**config.mk**
```make
export PLATFORM = sky130hd
export DESIGN_NAME = reset_sequencer_flat
export DESIGN_NICKNAME = d
export VERILOG_FILES = /design/src/rtl/reset_seq_pkg.sv /design/src/rtl/reset_seq_if.sv /design/src/rtl/reset_seq_timer.sv /design/src/rtl/reset_sequencer.sv /design/src/flat_wrapper.sv
export SDC_FILE = /design/constraint.sdc
export NUM_CORES = 1
export LEC_CHECK = 0
export ABC_AREA = 1
export CELL_PAD_IN_SITES_DETAIL_PLACEMENT = 1
export CELL_PAD_IN_SITES_GLOBAL_PLACEMENT = 1
export CORE_MARGIN = 2
export CORE_UTILIZATION = 38
export CTS_CLUSTER_SIZE = 8
export DETAILED_ROUTE_END_ITERATION = 8
export PLACE_DENSITY = 0.88
export SLEW_MARGIN = 20
export SYNTH_ARGS = -nofsm -noshare
export SYNTH_HDL_FRONTEND = slang
export SYNTH_SLANG_ARGS = --single-unit
```
**constraint.sdc**
```tcl
create_clock -name clk -period 2.1 [get_ports clk]
set_input_delay 0.42 -clock clk [delete_from_list [all_inputs] [get_ports clk]]
set_output_delay 0.42 -clock clk [all_outputs]
set_load 0.1 [all_outputs]
```
**src/rtl/reset_seq_pkg.sv**
```systemverilog
// Shared types and default constants for the ordered reset-release sequencer.
package reset_seq_pkg;

  typedef enum logic [1:0] {
    ST_HOLD,
    ST_WAIT_ACK,
    ST_GAP,
    ST_DONE
  } seq_state_e;

  localparam int DEF_NUM_STAGES  = 3;
  localparam int DEF_HOLD_CYCLES = 5;
  localparam int DEF_GAP_CYCLES  = 5;
  localparam int DEF_ACK_TIMEOUT = 16;

  function automatic int max3(input int a, input int b, input int c);
    int m;
    m = a;
    if (b > m) m = b;
    if (c > m) m = c;
    return m;
  endfunction

endpackage

```
**src/rtl/reset_seq_if.sv**
```systemverilog
// Request/ack/reset bundle between the reset controller, the sequencer and the domains.
interface reset_seq_if #(
  parameter int NUM_STAGES = 3
);
  localparam int IW = (NUM_STAGES > 1) ? $clog2(NUM_STAGES) : 1;

  logic                  i_rst_req;
  logic                  i_aux_rst_req;
  logic [NUM_STAGES-1:0] i_stage_ack;
  logic [NUM_STAGES-1:0] o_rst;
  logic                  o_busy;
  logic                  o_done;
  logic                  o_timeout_err;
  logic [IW-1:0]         o_stage_idx;

  modport master (
    output i_rst_req, i_aux_rst_req, i_stage_ack,
    input  o_rst, o_busy, o_done, o_timeout_err, o_stage_idx
  );

  modport slave (
    input  i_rst_req, i_aux_rst_req, i_stage_ack,
    output o_rst, o_busy, o_done, o_timeout_err, o_stage_idx
  );
endinterface

```
**src/rtl/reset_seq_timer.sv**
```systemverilog
// Loadable saturating down-counter; last is high while the count is at its final step.
module reset_seq_timer #(
  parameter int W       = 5,
  parameter int RST_VAL = 1
) (
  input  logic         clk,
  input  logic         srst,
  input  logic         load,
  input  logic [W-1:0] load_val,
  input  logic         dec,
  output logic         last
);

  logic [W-1:0] cnt_reg;

  always_ff @(posedge clk) begin
    if (srst) begin
      cnt_reg <= W'(RST_VAL);
    end else if (load) begin
      cnt_reg <= load_val;
    end else if (dec && (cnt_reg != '0)) begin
      cnt_reg <= cnt_reg - W'(1);
    end
  end

  // A phase of length L is loaded with L, so the L-th decrementing edge sees 1.
  assign last = (cnt_reg <= W'(1));

endmodule

```
**src/rtl/reset_sequencer.sv**
```systemverilog
// Releases downstream reset domains one at a time, waiting for each domain's ack.
module reset_sequencer
  import reset_seq_pkg::*;
#(
  parameter int NUM_STAGES  = DEF_NUM_STAGES,
  parameter int HOLD_CYCLES = DEF_HOLD_CYCLES,
  parameter int GAP_CYCLES  = DEF_GAP_CYCLES,
  parameter int ACK_TIMEOUT = DEF_ACK_TIMEOUT
) (
  input logic        clk,
  input logic        i_rst,
  reset_seq_if.slave bus
);

  localparam int IW = (NUM_STAGES > 1) ? $clog2(NUM_STAGES) : 1;
  localparam int CW = $clog2(max3(HOLD_CYCLES, GAP_CYCLES, ACK_TIMEOUT) + 1);
  localparam logic [IW-1:0]         LAST_IDX = IW'(NUM_STAGES - 1);
  localparam logic [NUM_STAGES-1:0] AUX_MASK = {{(NUM_STAGES-1){1'b1}}, 1'b0};
  localparam logic [CW-1:0]         HOLD_LD  = CW'(HOLD_CYCLES);
  localparam logic [CW-1:0]         GAP_LD   = CW'(GAP_CYCLES);
  localparam logic [CW-1:0]         ACK_LD   = CW'(ACK_TIMEOUT);

  seq_state_e            state_reg, state_next;
  logic [NUM_STAGES-1:0] rst_reg, rst_next;
  logic                  busy_reg, busy_next;
  logic                  done_reg, done_next;
  logic                  err_reg, err_next;
  logic [IW-1:0]         idx_reg, idx_next;
  logic [IW-1:0]         start_reg, start_next;

  logic                  t_load, t_dec, t_last;
  logic [CW-1:0]         t_val;
  logic [NUM_STAGES-1:0] ack_hit;
  logic                  ack_now;
  logic                  stage0_pending;
  logic [IW-1:0]         idx_inc;

  // Only the ack of the stage being awaited counts.
  genvar gi;
  generate
    for (gi = 0; gi < NUM_STAGES; gi++) begin : g_ack
      assign ack_hit[gi] = bus.i_stage_ack[gi] && (idx_reg == IW'(gi));
    end
  endgenerate

  assign ack_now = |ack_hit;
  assign idx_inc = idx_reg + IW'(1);
  assign stage0_pending = ((state_reg == ST_HOLD) && (start_reg == '0)) ||
                          ((state_reg == ST_WAIT_ACK) && (idx_reg == '0));

  reset_seq_timer #(
    .W       (CW),
    .RST_VAL (HOLD_CYCLES)
  ) u_timer (
    .clk      (clk),
    .srst     (i_rst),
    .load     (t_load),
    .load_val (t_val),
    .dec      (t_dec),
    .last     (t_last)
  );

  always_ff @(posedge clk) begin
    if (i_rst) begin
      state_reg <= ST_HOLD;
      rst_reg   <= '1;
      busy_reg  <= 1'b1;
      done_reg  <= 1'b0;
      err_reg   <= 1'b0;
      idx_reg   <= '0;
      start_reg <= '0;
    end else begin
      state_reg <= state_next;
      rst_reg   <= rst_next;
      busy_reg  <= busy_next;
      done_reg  <= done_next;
      err_reg   <= err_next;
      idx_reg   <= idx_next;
      start_reg <= start_next;
    end
  end

  always_comb begin
    state_next = state_reg;
    rst_next   = rst_reg;
    busy_next  = busy_reg;
    done_next  = done_reg;
    err_next   = err_reg;
    idx_next   = idx_reg;
    start_next = start_reg;
    t_load     = 1'b0;
    t_dec      = 1'b0;
    t_val      = HOLD_LD;

    // Requests take priority over every state transition.
    if (bus.i_rst_req || (bus.i_aux_rst_req && stage0_pending)) begin
      state_next = ST_HOLD;
      rst_next   = '1;
      start_next = '0;
      busy_next  = 1'b1;
      done_next  = 1'b0;
      t_load     = 1'b1;
    end else if (bus.i_aux_rst_req) begin
      state_next = ST_HOLD;
      rst_next   = rst_reg | AUX_MASK;
      start_next = IW'(1);
      busy_next  = 1'b1;
      done_next  = 1'b0;
      t_load     = 1'b1;
    end else begin
      unique case (state_reg)
        ST_HOLD: begin
          t_dec = 1'b1;
          if (t_last) begin
            rst_next[start_reg] = 1'b0;
            idx_next   = start_reg;
            state_next = ST_WAIT_ACK;
            t_load     = 1'b1;
            t_val      = ACK_LD;
          end
        end
        ST_WAIT_ACK: begin
          if (ack_now) begin
            if (idx_reg == LAST_IDX) begin
              state_next = ST_DONE;
              done_next  = 1'b1;
              busy_next  = 1'b0;
            end else begin
              state_next = ST_GAP;
              t_load     = 1'b1;
              t_val      = GAP_LD;
            end
          end else begin
            t_dec = 1'b1;
            if (t_last) begin
              state_next = ST_HOLD;
              rst_next   = '1;
              err_next   = 1'b1;
              start_next = '0;
              t_load     = 1'b1;
            end
          end
        end
        ST_GAP: begin
          t_dec = 1'b1;
          if (t_last) begin
            rst_next[idx_inc] = 1'b0;
            idx_next   = idx_inc;
            state_next = ST_WAIT_ACK;
            t_load     = 1'b1;
            t_val      = ACK_LD;
          end
        end
        ST_DONE: begin
          rst_next = '0;
        end
        default: begin
          state_next = ST_HOLD;
        end
      endcase
    end
  end

  assign bus.o_rst         = rst_reg;
  assign bus.o_busy        = busy_reg;
  assign bus.o_done        = done_reg;
  assign bus.o_timeout_err = err_reg;
  assign bus.o_stage_idx   = idx_reg;

endmodule

```
**src/flat_wrapper.sv**
```systemverilog
// flat-port wrapper written by rule: the top's interface ports become plain ports
module reset_sequencer_flat import reset_seq_pkg::*;
#(
  parameter int NUM_STAGES  = DEF_NUM_STAGES,
  parameter int HOLD_CYCLES = DEF_HOLD_CYCLES,
  parameter int GAP_CYCLES  = DEF_GAP_CYCLES,
  parameter int ACK_TIMEOUT = DEF_ACK_TIMEOUT
)
  (clk, i_rst, bus_i_rst_req, bus_i_aux_rst_req, bus_i_stage_ack, bus_o_rst, bus_o_busy, bus_o_done, bus_o_timeout_err, bus_o_stage_idx);
  reset_seq_if #(.NUM_STAGES(NUM_STAGES)) bus_i ();
  input logic clk;
  input logic i_rst;
  input wire logic [$bits(bus_i.i_rst_req)-1:0] bus_i_rst_req;
  input wire logic [$bits(bus_i.i_aux_rst_req)-1:0] bus_i_aux_rst_req;
  input wire logic [$bits(bus_i.i_stage_ack)-1:0] bus_i_stage_ack;
  output wire logic [$bits(bus_i.o_rst)-1:0] bus_o_rst;
  output wire logic [$bits(bus_i.o_busy)-1:0] bus_o_busy;
  output wire logic [$bits(bus_i.o_done)-1:0] bus_o_done;
  output wire logic [$bits(bus_i.o_timeout_err)-1:0] bus_o_timeout_err;
  output wire logic [$bits(bus_i.o_stage_idx)-1:0] bus_o_stage_idx;
  assign bus_i.i_rst_req = bus_i_rst_req;
  assign bus_i.i_aux_rst_req = bus_i_aux_rst_req;
  assign bus_i.i_stage_ack = bus_i_stage_ack;
  assign bus_o_rst = bus_i.o_rst;
  assign bus_o_busy = bus_i.o_busy;
  assign bus_o_done = bus_i.o_done;
  assign bus_o_timeout_err = bus_i.o_timeout_err;
  assign bus_o_stage_idx = bus_i.o_stage_idx;
  reset_sequencer #(.NUM_STAGES(NUM_STAGES), .HOLD_CYCLES(HOLD_CYCLES), .GAP_CYCLES(GAP_CYCLES), .ACK_TIMEOUT(ACK_TIMEOUT)) u_core (.clk(clk), .i_rst(i_rst), .bus(bus_i));
endmodule
```
## Yosys cells after proc, flatten, opt, wreduce, memory -nomap -nowiden

Cells that the tools add are included.

- Register bits after elaboration: 16
- Bits in latches: 0
- Bits in writable memories: 0
- Memory bits (read-only): 0
- Bits of input ports: 7
- Output and inout bits: 8
- Word-level logic and storage cells: 103
- Memories: 0

- $add $sub $neg: 2
- Multipliers: 0
- Divide/modulo/power cells: 0
- $lt $le $gt $ge: 5
- Eq/ne operators: 12
- Shift operators: 0
- Multiplexer cells: 37
- Bitwise gates (word level): 7
- Reduce and logical (&&, ||, !) cells: 31

Operator list:

| kind | number |
|---|---|
| $mux 5 | 6 |
| $mux 1 | 15 |
| $reduce_and 5->1 | 3 |
| $mux 3 | 4 |
| $pmux 3 s4 | 1 |
| $mux 2 | 5 |
| $reduce_bool 2->1 | 5 |
| $logic_and 1x1->1 | 9 |
| $reduce_and 3->1 | 3 |
| $ne 2x1->1 const B | 4 |
| $pmux 2 s2 | 2 |
| $and 3x3->3 | 2 |
| $eq 2x2->1 const B | 3 |
| $logic_not 2->1 | 3 |
| $reduce_or 3->1 | 2 |
| $le 5x1->1 const B | 1 |
| $reduce_bool 5->1 | 1 |
| $sub 5x1->5 const B | 1 |
| $eq 2x1->1 const B | 2 |
| $ne 2x2->1 const B | 2 |
| $pmux 1 s2 | 2 |
| $reduce_and 4->1 | 1 |
| $reduce_or 2->1 | 2 |
| $lt 1x3->1 const B | 1 |
| 11 further kinds | 14 |

## Longest topological paths before layout

- Depth after elaboration: 10
- Gate-level depth with buffers: 11
- Mapped depth without buffers: 11

## Hierarchy

From an unflattened synthesis, not the netlist that was laid out.

- Cells, all modules: 142
- Area, all modules: 955.9 um^2

Modules (own cells, without submodules):

| module | instances | cells an instance | area each (um^2) | seq. area each (um^2) |
|---|---|---|---|---|
| reset_sequencer | 1 | 94 | 630.6 | 220.2 |
| reset_seq_timer | 1 | 48 | 325.3 | 100.1 |

## Worst setup path after synthesis

Ideal clock, no wire load.

- Path type: register -> register
- Start point: register u_core.idx_reg[0], in the netlist u_core.bus.o_stage_idx[0]
- End point: register u_core.u_timer.cnt_reg[0]
- Library setup time: 121 ps
- Arrival time: 2,161 ps
- Data required time: 1,979 ps
- Slack: -182 ps
- Cell stages (with the launch flop): 11
- Path buffers: 0
- Clock period less this slack: 2,282 ps
- Path through: dfxtp_1 inv_1 ha_1 nand2_1 nand3_2 a21oi_1 nand2_2 nand2_4 inv_2 nand3_1 nand3_1

- Word-level cells in the longest chain between the ends: 9
- Elaborated cells between the ends (all ways): 24
- Classes of those cells: eq/ne: 2; mux: 11; reduce/logical: 11

RTL lines:

| element | RTL line | text |
|---|---|---|
| start: declaration | reset_sequencer.sv:28 | `logic [IW-1:0] idx_reg, idx_next;` |
| start signal: assignment | reset_sequencer.sv:78 | `idx_reg <= idx_next;` |
| $eq 2x1->1 (tied with other cells) | reset_sequencer.sv:42 | `assign ack_hit[gi] = bus.i_stage_ack[gi] && (idx_reg == IW'(gi));` |
| $logic_and 1x1->1 | reset_sequencer.sv:42 |  |
| $reduce_or 3->1 | reset_sequencer.sv:46 | `assign ack_now = \|ack_hit;` |
| $mux 1 | reset_sequencer.sv:123 | `if (ack_now) begin` |
| $pmux 1 s2 | reset_sequencer.sv:111 | `unique case (state_reg)` |
| $mux 1 | reset_sequencer.sv:103 | `end else if (bus.i_aux_rst_req) begin` |
| $mux 1 | reset_sequencer.sv:96 | `if (bus.i_rst_req \|\| (bus.i_aux_rst_req && stage0_pending)) begin` |
| $logic_and 1x1->1 | reset_seq_timer.sv:21 | `end else if (dec && (cnt_reg != '0)) begin` |
| $reduce_bool 2->1 (no source line) | n/a |  |
| end signal: assignment | reset_seq_timer.sv:18 | `cnt_reg <= W'(RST_VAL);` |
| end signal: assignment | reset_seq_timer.sv:20 | `cnt_reg <= load_val;` |
| end signal: assignment | reset_seq_timer.sv:22 | `cnt_reg <= cnt_reg - W'(1);` |
| end: declaration | reset_seq_timer.sv:14 | `logic [W-1:0] cnt_reg;` |

Parallel ways exist; a longest one is shown, timed or not.
A chain may end at the register's enable or synchronous reset.

## Worst setup path in the final report

- Start point: register u_core.idx_reg[0], in the netlist u_core.bus.o_stage_idx[0]
- End point: register u_core.u_timer.cnt_reg[2]

The elaborated chain is that of the path after synthesis.

==> metrics.csv <==
metric,value,unit
overall die height,57.18,um
Max Clock Freq,0.5914,GHz
# DRC,0,
fraction of layout cells with a size suffix above 1,28.99,%
H-tree depth,1,
post-synthesis register bit count,16,
initial antenna violation count,0,
cell leakage power,0.5658,nW
Post-DRT Antenna Nets,0,
num ports,15,
top-count cell post-synth,nand2_1,
GRT overflow,0,
Critical Path Stages,10,
slew at the pin closest to its max-slew limit,362.7,ps
Sink Count,16,
Ys Warns,0,
CTS tree,yes,
top post-synthesis cells by count,"nand2_1 (30), inv_1 (19), dfxtp_1 (16), nand3_1 (14), inv_2 (10)",
Setup CP Type,register to register,
ys async rst share,0,%
Initial Utilization,39.66,%
Via Count,1006,
Total GRT Usage,18.58,%
postcts setup bufs,0,
worst endpoint required time,2270,ps
Routability Congestion,0.8036,
1st-iter DRT viols,18,
Pwr per Cell Area,471.4,mW/mm^2
VDD IR max,0.4119,mV
vias in the first global route,1075,
row count,19,
Worst path slowest cell,dfxtp_2,
Final Hold Viols,0,
largest net degree at the start of global routing,10,
max_slew headroom,75.78,%
Hold Crit Class,register to register,
"critical path fanouts, max",6,
"delay-heaviest family, CP",simple AND/OR/NAND/NOR gates,
CTS hold repair buffers,0,
Routed WL,2798,um
Area contributors post-synth,"dfxtp_1 (30%), nand2_1 (10%), ha_1 (9.3%)",
Post-Synthesis Net Count,167,
library cells used by synthesis,26,
area growth from synthesis to layout,17.69,%
final setup vio count,0,
Fin Clk Skew,12.81,ps
# diodes,0,
Final Max Tran Viols,0,
Worst-Skew Late Latency,290,ps
Syn Std Cell Area,0.001075,mm^2
Synth Instances,152,
highest cell delay on the worst timing path,400,ps
Mapped Avg Cell Area,7.071,um^2
Setup crit end kind,register,
die span in x,57.18,um
clk root buf,clkbuf_4,
CP bufs+invs,2,
Avg Vias per Cell,5.030,
Port Buf Inserts,14,
final worst path period share,80.52,%
DP HPWL,2365,um
Routed WL per cell,13.99,um
post-synth top area cell,dfxtp_1,
unrepaired setup endpoints after global routing,no,
"Clk pin slew, worst setup/hold paths",100,ps
hold slack,462.9,ps
drt first pass iters,4,
Max Cap Viol,0,
Post-synth EDFFs,0,
clk buf depth,2,
first-pass GRT wire length,4795,um
"reg-to-reg slack, setup",410,ps
fin nets,185,
Most common cell on crit path,nand2_1,
post-route cell area,0.001265,mm^2
crit-path cells,inv_1 -> ha_1 -> nand2_1 -> nand4_1 -> nand2_1 -> nand2_2 -> inv_2 -> nand3_1 -> nand3_1 -> nand2_1,
Final min period,1691,ps
Num CTS Buffers,3,
critical path launch point type,register,
Die Area,0.003270,mm^2
max reg flops,5,
dpl cell area,0.001229,mm^2
Synth top area share,29.80,%
post_cts resized,0,
register area share after synthesis,29.80,%
setup_tns,0,ps
worst r2r path cells,10,
main flop type after synthesis,dfxtp_1,
Worst Hold Depth,2,
crit path DAT,1860,ps
status,"complete, no violations",
core footprint,0.002710,mm^2
[per-layer routing]
metal  vias up  GRT usage, %  part of all wire, %
li1        511             -                    -
met1       475         19.94                   41
met2        18         37.44                   56
met3         2         3.175                  2.5
met4         0         3.654                 0.54
met5         -             0                    0
[per-stage QoR]
stage	cells	power, mW	setup WS [ps]	utilization, %
floorplan	152	0.3725	204.0	-
global placement	196	0.3949	338.6	45.34
detailed placement	196	0.4000	174.1	45.34
CTS	200	0.6025	392.3	46.68
global route	200	0.6222	269.3	46.68
finish	200	0.5963	409.2	46.68
[worst reg2reg max path, stage by stage, from the launching register on]
cell and delay (ps):
dfxtp_2 400, inv_1 100, ha_1 240, nand2_1 100
nand4_1 140, nand2_1 140, nand2_2 90, inv_2 140
nand3_1 90, nand3_1 90, nand2_1 50
[kinds of logic after synthesis]
kind of cell    after synthesis  synth area share (%)
compound gates               17                 9.082
simple gates                 80                 40.16
flops                        16                 29.80
fa+ha+maj                     8                 9.314
buf+inv                      30                 10.83
xor+xnor                      1                0.8150
[path summary, 6_finish.rpt]
check | from | endpoint
worst max register to register | u_core.bus.o_stage_idx[0]$_SDFFE_PP0P_ | u_core.u_timer.cnt_reg[2]$_SDFFE_PP1P_
worst min-delay path | u_core.bus.o_busy$_SDFFE_PP1P_ | u_core.bus.o_busy$_SDFFE_PP1P_
worst min register to register | u_core.bus.o_busy$_SDFFE_PP1P_ | u_core.bus.o_busy$_SDFFE_PP1P_
worst max-delay path | u_core.bus.o_stage_idx[0]$_SDFFE_PP0P_ | u_core.u_timer.cnt_reg[2]$_SDFFE_PP1P_
[power breakdown]
group / switching [mW] / internal (mW)
logic: 0.0511 / 0.0308
registers: 0.00449 / 0.307
clock network: 0.0976 / 0.105
total: 0.153 / 0.443
[cells in the final DEF (no fill, tap or decap)]
cell              n
nand2_4           4
clkbuf_8          1
nand4_1           2
or2_1             1
nand2_1          30
clkdlybuf4s50_1   6
xor2_1            1
o22ai_1           1
o31ai_1           1
o21ai_0           4
dfxtp_1          14
nand3_2           2
nand3_1          14
buf_4             8
a21oi_1           6
nor2_2            7
nor3_1            2
a21oi_2           1
nor2_4            3
nand3b_1          1
clkbuf_4          3
nand2_2           7
ha_1              8
inv_1            19
o21ai_1           2
o21ai_2           1
nor2_1            7
a31oi_1           1
dfxtp_2           2
inv_2            10
[final cells by class]
cell class                 instances  area, um^2
clock buffer                       4       36.28
fill                             370        1445
inverter                          29       108.9
multi-input combinational        106       638.1
sequential                        16       322.8
tap                               31       38.79
timing repair buffer              14       120.1
No activity file was read; power rests on OpenSTA's default activity.
